<file path="src/rtl/irq_controller.sv">
// irq_controller: synchronises raw peripheral request lines, latches rising
// edges into PENDING, and presents the lowest-index enabled request to the
// core as a one-hot cpu_int with a matching int_id, handshaken by ack/eret.
module irq_controller #(
  parameter int NUM_IRQ = 4,
  parameter int ID_W    = 2
) (
  input  logic               clk,
  input  logic               rst,
  input  logic [NUM_IRQ-1:0] irq_in,
  input  logic               bus_we,
  input  logic [1:0]         bus_addr,
  input  logic [31:0]        bus_wdata,
  output logic [31:0]        bus_rdata,
  output logic [NUM_IRQ-1:0] cpu_int,
  output logic [ID_W-1:0]    int_id,
  input  logic               cpu_ack,
  input  logic               cpu_eret
);

  typedef enum logic [1:0] {
    IDLE    = 2'd0,
    ASSERT  = 2'd1,
    SERVICE = 2'd2
  } state_e;

  logic [NUM_IRQ-1:0] sync1_q, sync2_q, hist_q;
  logic [NUM_IRQ-1:0] pend_q, pend_d, mask_q, mask_d;
  logic [NUM_IRQ-1:0] int_q, int_d;
  logic [ID_W-1:0]    id_q, id_d;
  state_e             state_q, state_d;

  logic [NUM_IRQ-1:0] edge_w, w1c_w, keep_w, ack_clr, pm_w;
  logic [ID_W-1:0]    win_id;
  logic               win_vld;
  logic               unused_wdata;

  assign unused_wdata = ^bus_wdata[31:NUM_IRQ];

  // Two-flop synchroniser plus history flop; edge fires once per low->high.
  always_ff @(posedge clk or posedge rst) begin
    if (rst) begin
      sync1_q <= '0;
      sync2_q <= '0;
      hist_q  <= '0;
    end else begin
      sync1_q <= irq_in;
      sync2_q <= sync1_q;
      hist_q  <= sync2_q;
    end
  end

  assign edge_w = sync2_q & ~hist_q;
  assign w1c_w  = (bus_we && bus_addr == 2'd0) ? bus_wdata[NUM_IRQ-1:0] : '0;
  assign mask_d = (bus_we && bus_addr == 2'd1) ? bus_wdata[NUM_IRQ-1:0] : mask_q;
  // What PENDING would hold this edge ignoring the ack clear; set beats W1C.
  assign keep_w = (pend_q & ~w1c_w) | edge_w;
  assign pm_w   = pend_q & mask_q;

  // Lowest-index enabled pending request wins.
  always_comb begin
    win_id  = '0;
    win_vld = 1'b0;
    for (int i = NUM_IRQ - 1; i >= 0; i--) begin
      if (pm_w[i]) begin
        win_id  = ID_W'(i);
        win_vld = 1'b1;
      end
    end
  end

  // Next-state logic; cpu_int is registered so it tracks the state register.
  always_comb begin
    state_d = state_q;
    id_d    = id_q;
    int_d   = '0;
    ack_clr = '0;
    case (state_q)
      IDLE: begin
        if (win_vld) begin
          id_d    = win_id;
          state_d = ASSERT;
          int_d   = NUM_IRQ'(1) << win_id;
        end
      end
      ASSERT: begin
        // A mask or W1C landing this cycle withdraws the request before ack.
        if (!(keep_w[id_q] && mask_d[id_q])) begin
          state_d = IDLE;
        end else if (cpu_ack) begin
          ack_clr[id_q] = 1'b1;
          state_d       = SERVICE;
        end else begin
          int_d = NUM_IRQ'(1) << id_q;
        end
      end
      SERVICE: begin
        if (cpu_eret) state_d = IDLE;
      end
      default: state_d = IDLE;
    endcase
  end

  // Edge set has priority over both W1C and the ack clear.
  assign pend_d = (pend_q & ~w1c_w & ~ack_clr) | edge_w;

  // Register state, pending, mask and the presented request.
  always_ff @(posedge clk or posedge rst) begin
    if (rst) begin
      state_q <= IDLE;
      id_q    <= '0;
      int_q   <= '0;
      pend_q  <= '0;
      mask_q  <= '0;
    end else begin
      state_q <= state_d;
      id_q    <= id_d;
      int_q   <= int_d;
      pend_q  <= pend_d;
      mask_q  <= mask_d;
    end
  end

  assign cpu_int = int_q;
  assign int_id  = id_q;

  // Combinational register read window.
  always_comb begin
    bus_rdata = '0;
    case (bus_addr)
      2'd0: bus_rdata[NUM_IRQ-1:0] = pend_q;
      2'd1: bus_rdata[NUM_IRQ-1:0] = mask_q;
      2'd2: begin
        bus_rdata[9:8]    = state_q;
        bus_rdata[ID_W-1:0] = id_q;
      end
      default: bus_rdata = '0;
    endcase
  end

endmodule
</file>
<file path="config.mk">
export PLATFORM = sky130hd
export DESIGN_NAME = irq_controller
export DESIGN_NICKNAME = d
export VERILOG_FILES = /design/src/rtl/irq_controller.sv
export SDC_FILE = /design/constraint.sdc
export NUM_CORES = 1
export LEC_CHECK = 0
export BUFFER_PORTS_ARGS = -buffer_cell sky130_fd_sc_hd__buf_4
export CAP_MARGIN = 40
export CELL_PAD_IN_SITES_DETAIL_PLACEMENT = 2
export CELL_PAD_IN_SITES_GLOBAL_PLACEMENT = 2
export CORE_ASPECT_RATIO = 0.6
export CORE_UTILIZATION = 28
export DETAILED_ROUTE_END_ITERATION = 10
export GPL_TIMING_DRIVEN = 0
export HOLD_SLACK_MARGIN = 0.06
export MAX_ROUTING_LAYER = met4
export PLACE_DENSITY = 0.92
export SLEW_MARGIN = 20
export SYNTH_ARGS = -nofsm -noshare
export SYNTH_HDL_FRONTEND = slang
export SYNTH_SLANG_ARGS = --single-unit
</file>
<file path="constraint.sdc">
create_clock -name clk -period 4.2 [get_ports clk]
set_clock_uncertainty 0.05 [all_clocks]
set_input_delay 0.63 -clock clk [delete_from_list [all_inputs] [get_ports clk]]
set_output_delay 0.63 -clock clk [all_outputs]
set_load 0.02 [all_outputs]
</file>
=== Word level (Yosys, flattened, before mapping) ===
Cells that the tools add are included.

* Output and inout bits: 38
* Logic and storage cells: 67
* Bits in registers: 28

* Shifts and indexed selects: 2
* Reduce and logical (&&, ||, !) cells: 8
* Equality and inequality tests: 7
* Magnitude comparators: 2
* Multiplexer cells: 31
* Bitwise logic cells: 9

{| class="wikitable"
|+ Operators by type and width
! kind !! count
|-
| 4-bit 2-to-1 mux || 8
|-
| 2-bit 2-to-1 mux || 9
|-
| 4-bit AND || 4
|-
| 4-bit inverter || 3
|-
| 2-bit case mux with 3 select lines || 2
|-
| 4-bit bitwise OR || 2
|-
| 4-bit case mux with 2 select lines || 1
|-
| 1-bit by 2-bit << shifter with 4-bit output, first input constant || 2
|-
| 1-bit 2-to-1 mux || 7
|-
| 1-bit binary-select mux with 2-bit select || 2
|-
| 2-bit by 1-bit equality test with 1-bit output, second input constant || 2
|-
| 2-bit equality test, second input constant || 2
|-
| 1-bit logical AND || 4
|-
| 2-bit logical NOT || 2
|-
| 2-bit != test, second input constant || 2
|-
| 2-bit case mux with 2 select lines || 1
|-
| 2-bit by 3-bit < comparator with 1-bit output, second input constant || 1
|-
| 3-bit != test, second input constant || 1
|-
| 3-bit AND reduction || 1
|-
| 1-bit demux with 2-bit select || 1
|-
| 2-bit by 1-bit >= comparator with 1-bit output, second input constant || 1
|-
| 2-bit AND reduction || 1
|}

=== Longest topological paths before layout ===
* Depth in word-level cells: 14
* Mapped depth: 5
* Depth with buffers taken out: 4

=== Worst setup path before layout ===
No wires, ideal clock.

* Path kind: in2out
* From: input port bus_addr[0]
* To: output port bus_rdata[1]
* Stages: 3
* Arrival: 1.346 ns
* Path buffers: 1
* Slack: 2.174 ns
* Cell sequence: buf_6 > mux2i_1 > o21ai_0

* Longest elaborated chain between the ends: 2
* Elaborated cells between the ends (all ways): 4
* Those cells by class: eq/ne (2); mux (1); reduce/logical (1)

{| class="wikitable"
|+ Ends and longest elaborated chain
! what !! line !! RTL
|-
| from (decl) || 12 || <nowiki>input logic [1:0] bus_addr,</nowiki>
|-
| 2-bit equality test (tied with other cells) || 130 || <nowiki>case (bus_addr)</nowiki>
|-
| 2-bit case mux with 3 select lines * || 130 ||
|-
| to (decl) || 14 || <nowiki>output logic [31:0] bus_rdata,</nowiki>
|}

Mark *: on every way between the ends. The rest lies on a longest branch, timed or not.

=== Worst setup path in the final report ===
* From: input port bus_addr[0]
* To: output port bus_rdata[9]

* Longest elaborated chain between the ends: 2

{| class="wikitable"
|+ Ends and longest elaborated chain
! what !! line
|-
| 2-bit equality test || 130
|-
| 2-bit 2-to-1 mux || 130
|}

Every way passes these cells.

==> flow_metrics.env <==
export IMPL_diodes=0
export IMPL_p_leak_nw=0.989
export IMPL_max_freq_mhz=493
export IMPL_cp_arrival_ns=1.35
export IMPL_die_w_um=99.1
export IMPL_grt_pass1_wl_mm=6.84
export IMPL_drt_pass1_iterations=4
export IMPL_port_buffers=24
export IMPL_cts_made_buffers=3
export IMPL_syn_area_um2=1590
export IMPL_synth_top_area_cell="dfrtp_1"
export IMPL_wl_per_cell_um=16.4
export IMPL_ys_types=44
export IMPL_drc_errors=0
export IMPL_core_area_um2=5260
export IMPL_ant_nets=0
export IMPL_clockRootBuffer="clkbuf_8"
export IMPL_syn_inst=143
export IMPL_synth_area_leaders="dfrtp_1 (44%), buf_4 (13%), mux2_2 (2.8%), mux2i_1 (2.5%), buf_6 (2.1%)"
export IMPL_postPlaceCellArea_um2=1960
export IMPL_path_clk_slew_ns=0.10
export IMPL_postCtsSetupBuffers=0
export IMPL_grt_remaining_overflow=0
export IMPL_finalMaxSlewViolations=0
export IMPL_grtUsageMet2=0.261
export IMPL_gp_congestion=0.834
export IMPL_ff2ff_path_depth=5
export IMPL_met3_usage=0.0351
export IMPL_synth_common_cells="dfrtp_1 (28), buf_4 (27), nand2_1 (8)"
export IMPL_grt_total_usage=0.160
export IMPL_cts_resized_gates=0
export IMPL_nets=241
export IMPL_place_hpwl_mm=3.41
export IMPL_vias=1213
export IMPL_chipHeight_um=60.3
export IMPL_seq_area_frac_synth=0.442
export IMPL_clockBufferDepth=2
export IMPL_synth_edf_count=0
export IMPL_setup_viol=0
export IMPL_ir_drop_mv=0.210
export IMPL_hold_path_class="input port to asynchronous set/reset pin"
export IMPL_grt_busiest_layer="met2"
export IMPL_viasPerCell=4.63
export IMPL_reg2reg_slack_ns=2.50
export IMPL_cellPowerDensity_nw_per_um2=506
export IMPL_r2r_start="int_id[1]"
export IMPL_ys_warn_count=0
export IMPL_die_area_um2=5980
export IMPL_grt_max_degree=20
export IMPL_synth_async_sr_flop_share=1.00
export IMPL_first_global_vias=1243
export IMPL_maxCapViolations=0
export IMPL_cp_start_kind="input port"
export IMPL_hold_viol=0
export IMPL_status="finished clean"
export IMPL_clk_latency_ns=0.27
export IMPL_r2r_end="pend_q[3]"
export IMPL_ios=81
export IMPL_synth_avg_cell_area_um2=11.1
export IMPL_drive_gt1_frac=0.403
export IMPL_cp_end_kind="primary output"
export IMPL_syn_to_final_growth_pct=26.0
export IMPL_initial_core_util=0.302
export IMPL_cts_tree="yes"
export IMPL_final_setup_tns_ns=0
export IMPL_fin_crit_sh=0.483
export IMPL_drt_iter0_drc=44
export IMPL_antenna_found_initial=0
export IMPL_synth_top_flop_cell="dfrtp_1"
export IMPL_final_min_clock_period_ns=2.03
export IMPL_ctsHoldBuffers=0
export IMPL_use_met1=0.217
export IMPL_rsz0062_at_grt="false"
export IMPL_clock_sinks=28
export IMPL_std_cell_rows=20
export IMPL_synth_top_area_share=0.442
export IMPL_cts_htree_levels=1
export IMPL_drt_total_wl_mm=4.30
export IMPL_ys_ff_latch=28
export IMPL_cp_max_fo=10
export IMPL_yosysMostFrequentCell="dfrtp_1"
export IMPL_required_ns=3.52
export IMPL_final_area_um2=2000
export IMPL_path_class="input port to primary output"
==> flip-flops by register name, summed over array words and instances (netlist names) <==
| name | cells |
|---|---|
| hist_q | 4 |
| pend_q | 4 |
| cpu_int | 4 |
| sync1_q | 4 |
| state_q | 2 |
| sync2_q | 4 |
| mask_q | 4 |
| int_id | 2 |
==> report_power, final <==
part / leakage, nW / switching (mW) / internal, mW
sequential: 0.332 / 0.0484 / 0.324
combinational: 0.636 / 0.278 / 0.208
clock: 0.0216 / 0.0873 / 0.0646
==> final cells by class <==
cell class,count,area (µm²)
inverter,4,15.0
fill,599,3260
multi-input combinational,105,719
clock buffer,3,41.3
timing repair buffer,25,195
buffer,31,244
tap,66,82.6
sequential,28,701
==> metal layers <==
layer  wire length (µm)  vias to the layer above
met2               1980                       24
li1                   -                      564
met5                  0                        -
met1               2160                      623
met3                150                        2
met4                  7                        0
==> worst max-delay path, stage by stage <==
cell and delay [ns]:
buf_6 0.14, and2b_2 0.27, and2_1 0.16, buf_4 0.15
==> placed cells by master (no fill, tap or decap), types with 3 or more instances in the layout <==
cell and count:
buf_4 51, buf_6 3, clkbuf_8 3, conb_1 26, dfrtp_1 28, inv_1 4, mux2_2 4, mux2i_1 4
nand2_1 8, nand2b_1 3, nand3_1 4, nor2_1 3, nor3_1 3, o21ai_0 6, o22ai_1 3, o31ai_1 3
==> logic make-up after synthesis <==
family | Yosys count | share of synthesized area
AOI/OAI and AO/OA | 26 | 0.125
buffers and inverters | 35 | 0.163
DFF | 28 | 0.442
muxes | 11 | 0.0915
other | 1 | 0.00237
and+or+nand+nor | 42 | 0.175
==> through the flow <==
step	power (mW)	worst slack, ns	utilization	instances	hold WS (ns)
global placement	0.837	2.18	0.370	258	0.283
CTS	1.02	2.16	0.380	262	0.304
global route	1.07	2.06	0.380	262	0.312
finish	1.01	2.17	0.380	262	0.301
floorplan	0.701	2.17	-	168	0.281
detailed placement	0.861	2.15	0.372	259	0.286
==> worst max path at each step <==
| stage | startpoint | endpoint | slack, ns | cells past startpoint |
|---|---|---|---|---|
| 6_report | bus_addr[0] | bus_rdata[9] | 2.17 | 4 |
| 5_1_grt | int_id[1] | bus_rdata[1] | 2.06 | 5 |
| 4_1_cts | int_id[1] | bus_rdata[1] | 2.16 | 5 |
| 3_5_place_dp | bus_addr[0] | state_q[1] | 2.15 | 5 |
| 3_3_place_gp | bus_addr[0] | bus_rdata[1] | 2.18 | 5 |
| 2_1_floorplan | bus_addr[0] | bus_rdata[1] | 2.17 | 3 |
Power figures use the tool's default switching activity.
